## config.mk

```make
export PLATFORM = sky130hd
export DESIGN_NAME = settings_batch_handler
export DESIGN_NICKNAME = d
export VERILOG_FILES = /design/src/rtl/settings_batch_handler.sv
export SDC_FILE = /design/constraint.sdc
export NUM_CORES = 1
export LEC_CHECK = 0
export CORE_MARGIN = 5
export CORE_UTILIZATION = 55
export CTS_BUF_LIST = sky130_fd_sc_hd__clkbuf_8
export CTS_CLUSTER_SIZE = 20
export DETAILED_ROUTE_END_ITERATION = 16
export PLACE_DENSITY_LB_ADDON = 0.3
export SYNTH_ARGS = -nofsm -noshare
export SYNTH_HDL_FRONTEND = slang
export SYNTH_SLANG_ARGS = --single-unit
```

## constraint.sdc

```tcl
create_clock -name clk -period 11.7 [get_ports clk]
set_input_delay 1.755 -clock clk [delete_from_list [all_inputs] [get_ports clk]]
set_output_delay 1.755 -clock clk [all_outputs]
set_load 0.02 [all_outputs]
```

## src/rtl/settings_batch_handler.sv

```systemverilog
// Batch loader: reads {count, records} from a synchronous byte RAM, range-checks each record
// and commits it to settings_out. Optional macro SETTINGS_ATOMIC_EN: validate all, then re-read and commit.
module settings_batch_handler #(
    parameter int NUM_SETTINGS = 5,
    parameter int DATA_BYTES   = 4,
    parameter int MAX_RECORDS  = 8,
    parameter int ADDR_W       = 6,
    parameter logic [NUM_SETTINGS*32-1:0] LIMIT_MIN = {32'd5, 32'd0, 32'd0, 32'd1, 32'd1},
    parameter logic [NUM_SETTINGS*32-1:0] LIMIT_MAX = {32'd65535, 32'd15, 32'hFFFF_FFFF, 32'd32, 32'd32},
    parameter logic [NUM_SETTINGS*32-1:0] INIT_VAL  = {32'd10, 32'd65535, 32'd0, 32'd32, 32'd32}
) (
    input  logic                       clk,
    input  logic                       rst,
    input  logic                       start,
    input  logic                       clear_err,
    output logic                       busy,
    output logic                       done,
    output logic                       error,
    output logic [2:0]                 err_code,
    output logic [7:0]                 err_index,
    output logic                       ram_rd_en,
    output logic [ADDR_W-1:0]          ram_rd_addr,
    input  logic [7:0]                 ram_rd_data,
    output logic [NUM_SETTINGS*32-1:0] settings_out,
    output logic [NUM_SETTINGS-1:0]    settings_upd
);

    localparam int          REC_BYTES  = DATA_BYTES + 1;
    localparam int unsigned BUF_SIZE   = 2 ** ADDR_W;
    localparam logic [3:0]  PHASE_FIRST = 4'(DATA_BYTES + 1);
    localparam logic [7:0]  ID_MAX     = 8'(NUM_SETTINGS);
    localparam logic [7:0]  REC_MAX    = 8'(MAX_RECORDS);

    typedef enum logic [2:0] {
        S_IDLE, S_FETCH_CNT, S_CHK_CNT, S_FETCH_REC, S_CHK_REC, S_DONE
    } state_t;

    state_t                    state_q, state_d;
    logic [3:0]                phase_q, phase_d;
    logic [ADDR_W-1:0]         ptr_q, ptr_d;
    logic [7:0]                cnt_q, cnt_d;
    logic [7:0]                idx_q, idx_d;
    logic [7:0]                rec_id_q, rec_id_d;
    logic [31:0]               rec_val_q, rec_val_d;
    logic                      busy_q, busy_d;
    logic                      done_q, done_d;
    logic                      error_q, error_d;
    logic [2:0]                err_code_q, err_code_d;
    logic [7:0]                err_index_q, err_index_d;
    logic                      rd_en_q, rd_en_d;
    logic [ADDR_W-1:0]         rd_addr_q, rd_addr_d;
    logic [NUM_SETTINGS*32-1:0] set_q, set_d;
    logic [NUM_SETTINGS-1:0]   upd_q, upd_d;
`ifdef SETTINGS_ATOMIC_EN
    logic                      pass_q, pass_d;
`endif

    logic [31:0]       rec_value, lim_min, lim_max, buf_span;
    logic              id_bad, val_bad;
    logic              begin_rec, fail, commit;
    logic [2:0]        fail_code;
    logic [7:0]        fail_idx;
    logic [ADDR_W-1:0] rec_base;

    // Data bytes are shifted in from the top, so narrow payloads need aligning down.
    always_comb begin
        rec_value = rec_val_q >> (8 * (4 - DATA_BYTES));
        lim_min   = '0;
        lim_max   = '0;
        for (int i = 0; i < NUM_SETTINGS; i++) begin
            if (rec_id_q == 8'(i + 1)) begin
                lim_min = LIMIT_MIN[i*32 +: 32];
                lim_max = LIMIT_MAX[i*32 +: 32];
            end
        end
        id_bad   = (rec_id_q == 8'd0) || (rec_id_q > ID_MAX);
        val_bad  = (rec_value < lim_min) || (rec_value > lim_max);
        buf_span = 32'(cnt_q) * 32'(REC_BYTES) + 32'd1;
    end

    always_comb begin
        state_d     = state_q;
        phase_d     = phase_q;
        ptr_d       = ptr_q;
        cnt_d       = cnt_q;
        idx_d       = idx_q;
        rec_id_d    = rec_id_q;
        rec_val_d   = rec_val_q;
        error_d     = error_q;
        err_code_d  = err_code_q;
        err_index_d = err_index_q;
        set_d       = set_q;
        upd_d       = '0;
        rd_en_d     = 1'b0;
        rd_addr_d   = '0;
        begin_rec   = 1'b0;
        fail        = 1'b0;
        fail_code   = 3'd0;
        fail_idx    = 8'd0;
        commit      = 1'b0;
        rec_base    = ptr_q;
`ifdef SETTINGS_ATOMIC_EN
        pass_d      = pass_q;
`endif

        case (state_q)
            S_IDLE: begin
                if (clear_err) begin
                    error_d     = 1'b0;
                    err_code_d  = 3'd0;
                    err_index_d = 8'd0;
                end
                if (start && (!error_q || clear_err)) begin
                    state_d = S_FETCH_CNT;
                    phase_d = 4'd1;
                    rd_en_d = 1'b1;
                    ptr_d   = ADDR_W'(1);
`ifdef SETTINGS_ATOMIC_EN
                    pass_d  = 1'b0;
`endif
                end
            end
            S_FETCH_CNT: begin
                if (phase_q != 4'd0) begin
                    phase_d = phase_q - 4'd1;
                end else begin
                    cnt_d   = ram_rd_data;
                    state_d = S_CHK_CNT;
                end
            end
            S_CHK_CNT: begin
                if (cnt_q == 8'd0 || cnt_q > REC_MAX) begin
                    fail      = 1'b1;
                    fail_code = 3'd1;
                end else if (buf_span > BUF_SIZE) begin
                    fail      = 1'b1;
                    fail_code = 3'd4;
                end else begin
                    idx_d     = 8'd0;
                    begin_rec = 1'b1;
                end
            end
            S_FETCH_REC: begin
                // Read issued in phase p returns in phase p-1: first return is the ID.
                if (phase_q == PHASE_FIRST - 4'd1) begin
                    rec_id_d = ram_rd_data;
                end else if (phase_q != PHASE_FIRST) begin
                    rec_val_d = {ram_rd_data, rec_val_q[31:8]};
                end
                if (phase_q >= 4'd2) begin
                    rd_en_d   = 1'b1;
                    rd_addr_d = ptr_q;
                    ptr_d     = ptr_q + ADDR_W'(1);
                end
                if (phase_q == 4'd0) begin
                    state_d = S_CHK_REC;
                end else begin
                    phase_d = phase_q - 4'd1;
                end
            end
            S_CHK_REC: begin
                if (id_bad) begin
                    fail      = 1'b1;
                    fail_code = 3'd2;
                    fail_idx  = idx_q;
                end else if (val_bad) begin
                    fail      = 1'b1;
                    fail_code = 3'd3;
                    fail_idx  = idx_q;
                end else begin
`ifdef SETTINGS_ATOMIC_EN
                    commit = pass_q;
                    if (idx_q == cnt_q - 8'd1) begin
                        if (!pass_q) begin
                            pass_d    = 1'b1;
                            idx_d     = 8'd0;
                            rec_base  = ADDR_W'(1);
                            begin_rec = 1'b1;
                        end else begin
                            state_d = S_DONE;
                        end
                    end else begin
                        idx_d     = idx_q + 8'd1;
                        begin_rec = 1'b1;
                    end
`else
                    commit = 1'b1;
                    if (idx_q == cnt_q - 8'd1) begin
                        state_d = S_DONE;
                    end else begin
                        idx_d     = idx_q + 8'd1;
                        begin_rec = 1'b1;
                    end
`endif
                end
            end
            S_DONE: state_d = S_IDLE;
            default: state_d = S_IDLE;
        endcase

        if (commit) begin
            for (int i = 0; i < NUM_SETTINGS; i++) begin
                if (rec_id_q == 8'(i + 1)) begin
                    set_d[i*32 +: 32] = rec_value;
                    upd_d[i]          = 1'b1;
                end
            end
        end

        if (begin_rec) begin
            state_d   = S_FETCH_REC;
            phase_d   = PHASE_FIRST;
            rd_en_d   = 1'b1;
            rd_addr_d = rec_base;
            ptr_d     = rec_base + ADDR_W'(1);
            rec_id_d  = 8'd0;
            rec_val_d = 32'd0;
        end

        if (fail) begin
            state_d     = S_IDLE;
            error_d     = 1'b1;
            err_code_d  = fail_code;
            err_index_d = fail_idx;
        end

        busy_d = (state_d != S_IDLE);
        done_d = (state_d == S_DONE);
    end

    always_ff @(posedge clk or posedge rst) begin
        if (rst) begin
            state_q     <= S_IDLE;
            phase_q     <= 4'd0;
            ptr_q       <= '0;
            cnt_q       <= 8'd0;
            idx_q       <= 8'd0;
            rec_id_q    <= 8'd0;
            rec_val_q   <= 32'd0;
            busy_q      <= 1'b0;
            done_q      <= 1'b0;
            error_q     <= 1'b0;
            err_code_q  <= 3'd0;
            err_index_q <= 8'd0;
            rd_en_q     <= 1'b0;
            rd_addr_q   <= '0;
            set_q       <= INIT_VAL;
            upd_q       <= '0;
`ifdef SETTINGS_ATOMIC_EN
            pass_q      <= 1'b0;
`endif
        end else begin
            state_q     <= state_d;
            phase_q     <= phase_d;
            ptr_q       <= ptr_d;
            cnt_q       <= cnt_d;
            idx_q       <= idx_d;
            rec_id_q    <= rec_id_d;
            rec_val_q   <= rec_val_d;
            busy_q      <= busy_d;
            done_q      <= done_d;
            error_q     <= error_d;
            err_code_q  <= err_code_d;
            err_index_q <= err_index_d;
            rd_en_q     <= rd_en_d;
            rd_addr_q   <= rd_addr_d;
            set_q       <= set_d;
            upd_q       <= upd_d;
`ifdef SETTINGS_ATOMIC_EN
            pass_q      <= pass_d;
`endif
        end
    end

    assign busy         = busy_q;
    assign done         = done_q;
    assign error        = error_q;
    assign err_code     = err_code_q;
    assign err_index    = err_index_q;
    assign ram_rd_en    = rd_en_q;
    assign ram_rd_addr  = rd_addr_q;
    assign settings_out = set_q;
    assign settings_upd = upd_q;

endmodule

```

==> results of run 1 <==
## placed cells by master (no fill, tap or decap), types with 6 or more instances in the layout
cell type	synthesis	layout
a22o_1	10	10
xor2_1	6	6
nor2_2	8	8
and3_1	8	8
buf_4	1	6
clkbuf_8	0	54
ha_1	54	54
clkdlybuf4s50_1	0	197
nor2b_1	14	14
inv_1	22	35
nand4_1	17	17
nand2_1	37	36
mux2i_1	45	45
nand2b_1	7	7
nor3_1	12	12
and2_1	8	8
a31oi_1	9	9
dfstp_2	20	20
dfrtp_1	235	235
mux2_2	169	169
o21ai_0	17	17
xnor2_1	8	8
a21oi_1	25	25
nor4_1	13	13
nor2_1	63	63
## metrics by stage
stage	total power, mW	hold WS (ns)	cells	instance area (µm²)
final	2.853	0.5006	1437	14780
after detailed placement	2.078	0.4871	1361	13910
after global routing	3.046	0.5218	1437	14780
after global placement	2.033	0.4824	1361	13910
after floorplan	1.795	0.4773	920	11710
after CTS	2.871	0.5053	1437	14780
## registers in the layout, summed over array words and instances, names as in the netlist, 6 cells and up
register and cells:
err_index 8, ptr_q 6, cnt_q 8, idx_q 8
rec_val_q 32, settings_out 160, rec_id_q 8, ram_rd_addr 6
## final timing paths
check	from	endpoint	slack, ns
max	rec_id_q[3]$_DFFE_PP0P_	settings_out[56]$_DFFE_PP0P_	6.41
min	err_index[4]$_DFFE_PP0P_	err_index[4]$_DFFE_PP0P_	0.50
max reg2reg	rec_id_q[3]$_DFFE_PP0P_	settings_out[56]$_DFFE_PP0P_	6.41
min reg2reg	err_index[4]$_DFFE_PP0P_	err_index[4]$_DFFE_PP0P_	0.50
max in group asynchronous	rst	settings_out[52]$_DFFE_PP0P_	7.62
min in group asynchronous	rst	settings_out[0]$_DFFE_PP0P_	1.73
## power by group through the flow
stage / Sequential [mW] / Clock, mW / Combinational [mW]
after floorplan: 1.14 / 0 / 0.655
after global placement: 1.25 / 0 / 0.784
after detailed placement: 1.25 / 0 / 0.825
after CTS: 1.24 / 0.799 / 0.834
after global routing: 1.26 / 0.845 / 0.942
final: 1.24 / 0.780 / 0.835
## cells by family after synthesis
family	Yosys count	share of synthesized area, %
AND/OR/NAND/NOR	217	9.657
adder cells (fa/ha/maj)	54	5.769
flip-flops	255	54.69
XOR/XNOR	14	1.047
AO/OA/AOI/OAI	107	6.420
buffers and inverters	59	2.318
multiplexers	214	20.09
## critical path, stage by stage (launching register included)
cell	delay (ns)
dfrtp_1	0.39
nor4_1	0.55
nand2_1	0.14
nor3_1	0.40
inv_1	0.39
ha_1	0.44
nand4_1	0.17
nor4_1	0.46
and2_1	0.22
a31oi_1	0.07
nor3_1	0.31
buf_4	0.24
nand4_1	0.57
buf_4	0.49
mux2_2	0.32
## routing by layer
layer | global-route usage [%] | share of wire, %
met1 | 31.11 | 41
met2 | 41.16 | 51
met3 | 4.854 | 6.3
met4 | 6.003 | 2.1
met5 | 0 | 0
## area by class of cell
| type | count | area share [%] |
|---|---|---|
| tap | 275 | 2.329 |
| multi-input combinational | 606 | 34.17 |
| clock inverter | 22 | 0.8553 |
| timing repair buffer | 203 | 13.65 |
| clock buffer | 54 | 5.030 |
| sequential | 255 | 43.36 |
| inverter | 22 | 0.6097 |
==> qor.csv, run 1 <==
metric,value,unit
outcome,completed,
cts-resized-gates,0,
gp_congestion,0.8388,
drt-initial-drc-count,454,
ys_ff_latch,255,
cts_setup_buffers,0,
skew,0.01954,ns
final_core_util,70.29,%
core,0.02102,mm²
antenna_found_initial,0,
seqPwrFrac,43.4,%
grt_pass1_vias,8534,
finalWirelength,28580,µm
area_growth,26.15,%
post-dp-hpwl,19750,µm
cp_max_fo,22,
worst_slew_pin_slew,1.093,ns
synth_area,0.01171,mm²
postSynthCellCount,920,
dr.pass1.iters,6,
clk_pin_slew,0.06,ns
grt_pass1_wl,46370,µm
drc,0,
p_clk_share,27.3,%
clkLatencyLatePin,0.54,ns
cts.sink_count,255,
initial_core_util,55.72,%
yosys.cell_count.top_type,dfrtp_1,
seq_area_frac_synth,54.70,%
rsz0062_at_grt,false,
die_area,0.02431,mm²
die_width,155.9,µm
cts_tree,done,
hold_viol_final,0,
switching_share,37.12,%
layout_setup_ws,6.406,ns
setup_tns,0,ns
vias,8229,
synth_ff_type,dfrtp_1,
fin_crit_sh,45.25,%
grt_overflow_total,0,
multiInputGateArea,0.005049,mm²
grt_max_degree,102,
yosysWarnings,0,
synthArstFlopShare,100.0,%
layout.nets,1196,
slew_viol_final,0,
rows,53,
synth_cell_type_count,63,
power_leakage,7.086,nW
vdd_ir_drop_max,0.1581,mV
setup_viol,0,
syn_area_per_cell,12.73,µm²
synth_top_cell_area_share,50.21,%
max_freq,0.1889,GHz
syn-num-nets,986,
share_comb_of_total_power,29.2,%
critPathLaunchType,flop,
period_minus_slack,5.294,ns
max_slew_margin,27.14,%
vias_per_cell,5.727,
reg2regPathDepth,14,
synth_area_leaders,"dfrtp_1 50%, mux2_2 16%, ha_1 5.8%",
pre_cts_slack,6.518,ns
synth_top_cells_by_count,"235 x dfrtp_1, 169 x mux2_2, 63 x nor2_1",
io_buffers,197,
regArea,0.006406,mm²
die_h,155.9,µm
synth_edf_count,0,
min_path_cells,1,
avgRoutedWirePerCell,19.89,µm
ios,198,
nFillCells,1500,
drv_cap,0,
internal_power,1.794,mW
drive_gt1_share,24.10,%
cts.htree.levels,2,
hold_buffers,0,
cts_buffers,42,
p_switching,1.059,mW
cp.required,12.11,ns
arrival,5.70,ns
grt_usage,23.87,%
path_class,flop to flop,
ant_nets,0,
n_antenna_cell,0,
cp-end-kind,flop,
yosysTopAreaCell,dfrtp_1,
power_density,193.1,mW/mm²
clock_path_buffers,3,
ctsRootBufferMaster,clkbuf_8,
holdCritPathClass,flop to flop,
(Power assumes the default switching activity.)
==> run 2, diff against run 1 <==
CORE_UTILIZATION = 50   (was 55)
clock period = 4.7 ns   (was 11.7 ns; I/O delays follow)
==> run 2 against run 1 <==
Compared with the run above: maximum frequency increased by 23%; final area increased by 0.96%; sequential power increased to 2.5 times the previous value; global-route usage decreased by 2.0 points; hold slack got worse by 0.019 ns; die area increased by 9.3%; combinational power increased to 2.5 times the previous value; wire length increased by 0.80%; setup slack got worse by 6.0 ns; register-to-register slack got worse by 6.0 ns; total power increased by 150%; sequential share of layout area decreased by 0.41 points; critical path type unchanged; largest power group unchanged; highest routed layer unchanged.
==> qor.csv, run 2 (synthesis gave the netlist of run 1 again) <==
metric,value,unit,change
outcome,completed,,
skew,0.01332,ns,-0.006221 ns
clk_pin_slew,0.06,ns,about the same
drv_cap,0,,unchanged
arrival,4.70,ns,-1.00 ns
vdd_ir_drop_max,0.5141,mV,+230%
antenna_found_initial,0,,unchanged
max_slew_margin,29.99,%,+2.8 points
avgRoutedWirePerCell,19.28,µm,-3.0%
grt_usage,21.82,%,-2.0 points
ios,198,,unchanged
ant_nets,0,,unchanged
die_area,0.02659,mm²,+9.3%
cts.htree.levels,2,,unchanged
slew_viol_final,0,,unchanged
min_path_cells,1,,unchanged
cts-resized-gates,0,,unchanged
hp-start,err_code[1]$_DFFE_PP0P_,,
grt_pass1_wl,46150,µm,-0.46%
layout.nets,1209,,+1.1%
holdCritPathClass,flop to flop,,
gp_congestion,0.8645,,+3.1%
cts_setup_buffers,0,,unchanged
clock_path_buffers,3,,unchanged
largest_reg_flops,160,,unchanged
cts.sink_count,255,,unchanged
cts_buffers,42,,unchanged
post-dp-hpwl,20100,µm,+1.8%
cp_max_fo,22,,unchanged
drive_gt1_share,24.94,%,+0.84 points
hold_buffers,0,,unchanged
rsz0062_at_grt,false,,
final_cell_mix,"235 x dfrtp_1, 197 x clkdlybuf4s50_1, 169 x mux2_2",,
dr.pass1.iters,6,,unchanged
core,0.02326,mm²,+11%
rows,56,,+5.7%
max_freq,0.2330,GHz,+23%
cts_tree,done,,
power_leakage,7.141,nW,+0.77%
power_density,473.6,mW/mm²,+150%
clkLatencyLatePin,0.53,ns,about the same
io_buffers,197,,unchanged
setup_viol,0,,unchanged
die_width,163.1,µm,+4.6%
n_antenna_cell,0,,unchanged
drt-initial-drc-count,401,,-12%
fin_hold_ws,0.4817,ns,-0.01896 ns
regToRegSetupSlack,0.41,ns,-6.00 ns
die_h,163.1,µm,+4.6%
setup_tns,0,ns,unchanged
path_class,flop to flop,,
cp-end-kind,flop,,
timing.rr.start,rec_id_q[3]$_DFFE_PP0P_,,
area_growth,27.36,%,
layout_commonest_cell,dfrtp_1,,
grt_pass1_vias,8381,,-1.8%
cp.required,5.11,ns,-7.00 ns
drc,0,,unchanged
worst_slew_pin_slew,1.047,ns,-0.04638 ns
fin_crit_sh,91.33,%,+46 points
period_minus_slack,4.292,ns,-1.002 ns
reg2regPathDepth,13,,-1
grt_overflow_total,0,,unchanged
reg2reg_to,settings_out[125]$_DFFE_PP0P_,,
hold_viol_final,0,,unchanged
initial_core_util,50.35,%,-5.4 points
ctsRootBufferMaster,clkbuf_8,,
nFillCells,1836,,+22%
min_to,err_code[1]$_DFFE_PP0P_,,
vias_per_cell,5.471,,-4.5%
grt_max_degree,131,,+28%
vias,8173,,-0.68%
critPathLaunchType,flop,,
finalWirelength,28810,µm,+0.80%
==> run 2: report_power, final <==
group	switching (mW)	total, mW	leakage (nW)	internal [mW]
sequential	0.650	3.10	3.38	2.45
clock	0.854	1.87	0.491	1.01
combinational	1.15	2.10	3.27	0.942
total	2.66	7.06	7.14	4.41
==> run 2: how the worst max path moves through the flow <==
stage / startpoint / end / slack (ns) / depth (start not counted)
2_1_floorplan: rst / busy$_DFF_PP0_ / 0.65 / 1
3_3_place_gp: rec_id_q[3]$_DFFE_PP0P_ / settings_out[123]$_DFFE_PP0P_ / 0.26 / 13
3_5_place_dp: rec_id_q[3]$_DFFE_PP0P_ / settings_out[117]$_DFFE_PP0P_ / 0.07 / 13
4_1_cts: rec_id_q[3]$_DFFE_PP0P_ / settings_out[117]$_DFFE_PP0P_ / 0.04 / 13
5_1_grt: rec_id_q[3]$_DFFE_PP0P_ / settings_out[117]$_DFFE_PP0P_ / 0.09 / 13
6_report: rec_id_q[3]$_DFFE_PP0P_ / settings_out[125]$_DFFE_PP0P_ / 0.41 / 13
==> run 2: cell type report <==
cell class,count,area [µm²],area share [%]
tap,319,399.1,2.676
clock inverter,23,96.34,0.6459
clock buffer,53,729.5,4.890
inverter,22,86.33,0.5788
multi-input combinational,606,5060,33.92
timing repair buffer,216,2140,14.34
sequential,255,6406,42.95
==> run 2: layer usage <==
layer  routed length [µm]  share of wire (%)  global-route usage [%]
met2                14250                 49                   36.98
met3                 1741                6.0                   4.517
met5                    0                  0                       0
met1                12290                 43                   28.83
met4                  528                1.8                   5.757
==> run 2: critical path: stages, from the launching register on <==
cell and delay [ns]:
dfrtp_1 0.39, nor4_2 0.38, nand2_1 0.14, nor3_2 0.29, nor2_1 0.26, ha_1 0.39
nand4_1 0.17, nor4_1 0.42, and2_1 0.21, a31oi_1 0.07, or3_1 0.41, or3_2 0.48
buf_4 0.25, mux2_2 0.30
==> run 2: stage by stage <==
step                setup slack (ns)  util (%)  power [mW]  instances  cell area [µm²]
CTS                          0.03983     64.08       7.114       1494            14910
global placement              0.2555     60.53       5.109       1418            14080
global route                 0.09452     64.12       7.554       1494            14920
detailed placement           0.06554     60.53       5.224       1418            14080
finish                        0.4075     64.12       7.065       1494            14920
floorplan                     0.6537         -       4.468        920            11720
==> run 3, diff against run 2 <==
CORE_UTILIZATION = 55   (was 50)
DONT_BUFFER_PORTS = 1   (was not set)
REMOVE_ABC_BUFFERS = 1   (was not set)
==> run 3 against run 2 <==
Compared with the run above: setup slack worse by 0.15 ns; non-clock buffer count shrank 198; maximum frequency decreased by 3.3%; global-route usage rose by 0.30 points; final area down 14%; sequential share of layout area up 6.7 points; combinational power decreased by 5%; clock-buffer cell count down 4; utilization down 2.8 points; largest cell class unchanged; highest routed layer unchanged.
==> qor.csv, run 3 (synthesis gave the netlist of run 1 again) <==
metric,value,unit,change
n_antenna_cell,0,,unchanged
reg2reg_to,settings_out[127]$_DFFE_PP0P_,,
ios,198,,unchanged
hold_viol_final,0,,unchanged
critPathLaunchType,flop,,
seqPwrFrac,44.1,%,+0.2 points
drc,0,,unchanged
max_freq,0.2253,GHz,-3.3%
drv_cap,0,,unchanged
post-dp-hpwl,18520,µm,-7.9%
rows,53,,-5.4%
vdd_ir_drop_max,0.5966,mV,+16%
grt_max_degree,135,,+3.1%
dr.pass1.iters,5,,-1
max_slew_margin,31.67,%,+1.7 points
holdCritPathClass,input pin to asynchronous set/reset pin,,
reg2regPathDepth,13,,unchanged
cp-end-kind,flop,,
finalWirelength,26720,µm,-7.2%
p_switching,2.574,mW,-3.2%
grt_usage,22.12,%,+0.30 points
drive_gt1_share,29.44,%,+4.5 points
core,0.02102,mm²,-9.6%
fin_crit_sh,94.44,%,+3.1 points
avgRoutedWirePerCell,21.38,µm,+11%
layout.nets,1011,,-16%
largest_reg_flops,160,,unchanged
slew_viol_final,0,,unchanged
cts_buffers,42,,unchanged
worst_slew_pin_slew,1.021,ns,-0.02523 ns
layout_commonest_cell,dfrtp_1,,
die_area,0.02431,mm²,-8.5%
cts_tree,done,,
drt-initial-drc-count,474,,+18%
setup_viol,0,,unchanged
regToRegSetupSlack,0.26,ns,-0.15 ns
share_comb_of_total_power,28.5,%,-1.2 points
internal_power,4.411,mW,+0.11%
place_area,0.01204,mm²,-15%
rsz0062_at_grt,false,,
setup_tns,0,ns,unchanged
final_cell_mix,"235 x dfrtp_1, 169 x mux2_2, 63 x nor2_1",,
cts.sink_count,255,,unchanged
final_area,0.01290,mm²,-14%
final_core_util,61.35,%,-2.8 points
io_buffers,0,,-100%
skew,0.02320,ns,+0.009883 ns
fin_total_pwr,6.985,mW,-1.1%
outcome,completed,,
vias_per_cell,5.917,,+8.2%
initial_core_util,55.72,%,+5.4 points
cts.htree.levels,2,,unchanged
switching_share,36.85,%,-0.77 points
grt_overflow_total,0,,unchanged
die_h,155.9,µm,-4.4%
gp_congestion,0.8693,,+0.56%
cp.required,5.12,ns,about the same
hold_buffers,0,,unchanged
timing.rr.start,rec_id_q[3]$_DFFE_PP0P_,,
power_leakage,6.467,nW,-9.4%
cp_max_fo,32,,+45%
grt_pass1_wl,43230,µm,-6.3%
arrival,4.86,ns,+0.16 ns
clkLatencyLatePin,0.55,ns,+0.02 ns
p_clk_share,27.5,%,+1.1 points
antenna_found_initial,0,,unchanged
period_minus_slack,4.438,ns,+0.1460 ns
grt_pass1_vias,7702,,-8.1%
clock_path_buffers,3,,unchanged
ant_nets,0,,unchanged
vias,7396,,-9.5%
fin_hold_ws,0.1950,ns,-0.2867 ns
clk_pin_slew,0.06,ns,about the same
ctsRootBufferMaster,clkbuf_8,,
path_class,flop to flop,,
area_growth,10.12,%,
die_width,155.9,µm,-4.4%
power_density,541.6,mW/mm²,+14%
[run 3: worst max-delay path by stage]
stage / startpoint / to / slack (ns) / cells past startpoint
3_5_place_dp: rec_id_q[3]$_DFFE_PP0P_ / settings_out[122]$_DFFE_PP0P_ / 0.07 / 13
6_report: rec_id_q[3]$_DFFE_PP0P_ / settings_out[127]$_DFFE_PP0P_ / 0.26 / 13
5_1_grt: rec_id_q[3]$_DFFE_PP0P_ / settings_out[124]$_DFFE_PP0P_ / 0.01 / 13
3_3_place_gp: rec_id_q[3]$_DFFE_PP0P_ / settings_out[118]$_DFFE_PP0P_ / 0.18 / 13
2_1_floorplan: rst / busy$_DFF_PP0_ / -2.99 / 1
4_1_cts: rec_id_q[3]$_DFFE_PP0P_ / settings_out[122]$_DFFE_PP0P_ / 0.03 / 13
[run 3: stage by stage]
step | worst slack (ns) | cells
after detailed placement | 0.06534 | 1176
after global routing | 0.01176 | 1250
after global placement | 0.1801 | 1176
final | 0.2615 | 1250
after floorplan | -2.985 | 883
after CTS | 0.03042 | 1250
[run 3: repair_timing]
action | in CTS | in global routing
resized for setup | 0 | 4
setup buffers | 0 | 0
endpoints found under the setup margin | 0 | 159
[run 3: cell type report]
| cell class | count | area, µm² |
|---|---|---|
| fill | 1650 | 8124 |
| sequential | 255 | 6406 |
| multi-input combinational | 606 | 5064 |
| clock buffer | 49 | 674.4 |
| tap | 275 | 344.1 |
| clock inverter | 25 | 171.4 |
| timing repair buffer | 18 | 147.6 |
| inverter | 22 | 90.09 |
[run 3: power groups by stage]
stage,Clock [mW],Combinational [mW],Sequential (mW)
floorplan,0,1.60,2.86
global placement,0,1.89,3.11
detailed placement,0,1.97,3.12
CTS,1.98,1.99,3.08
global route,2.07,2.28,3.14
finish,1.92,1.99,3.08
[run 3: critical path, cell delays in order (launching register included)]
cell and delay (ns):
dfrtp_1 0.37, nor4_1 0.30, buf_4 0.18, nand2_1 0.06, nor3_1 0.38, nor2_1 0.32, ha_1 0.41, nand4_1 0.18
nor4_1 0.43, and2_1 0.21, a31oi_1 0.09, or3_1 0.44, or3_4 0.58, mux2_2 0.34
[run 3: per-layer routing]
layer  track usage, %  wire length (µm)  up-vias
met3            7.074              2134       53
li1                 -                 -     3394
met2            36.95             13310      227
met1            27.45             10640     3722
met5                0                 0        -
met4            7.211               643        0
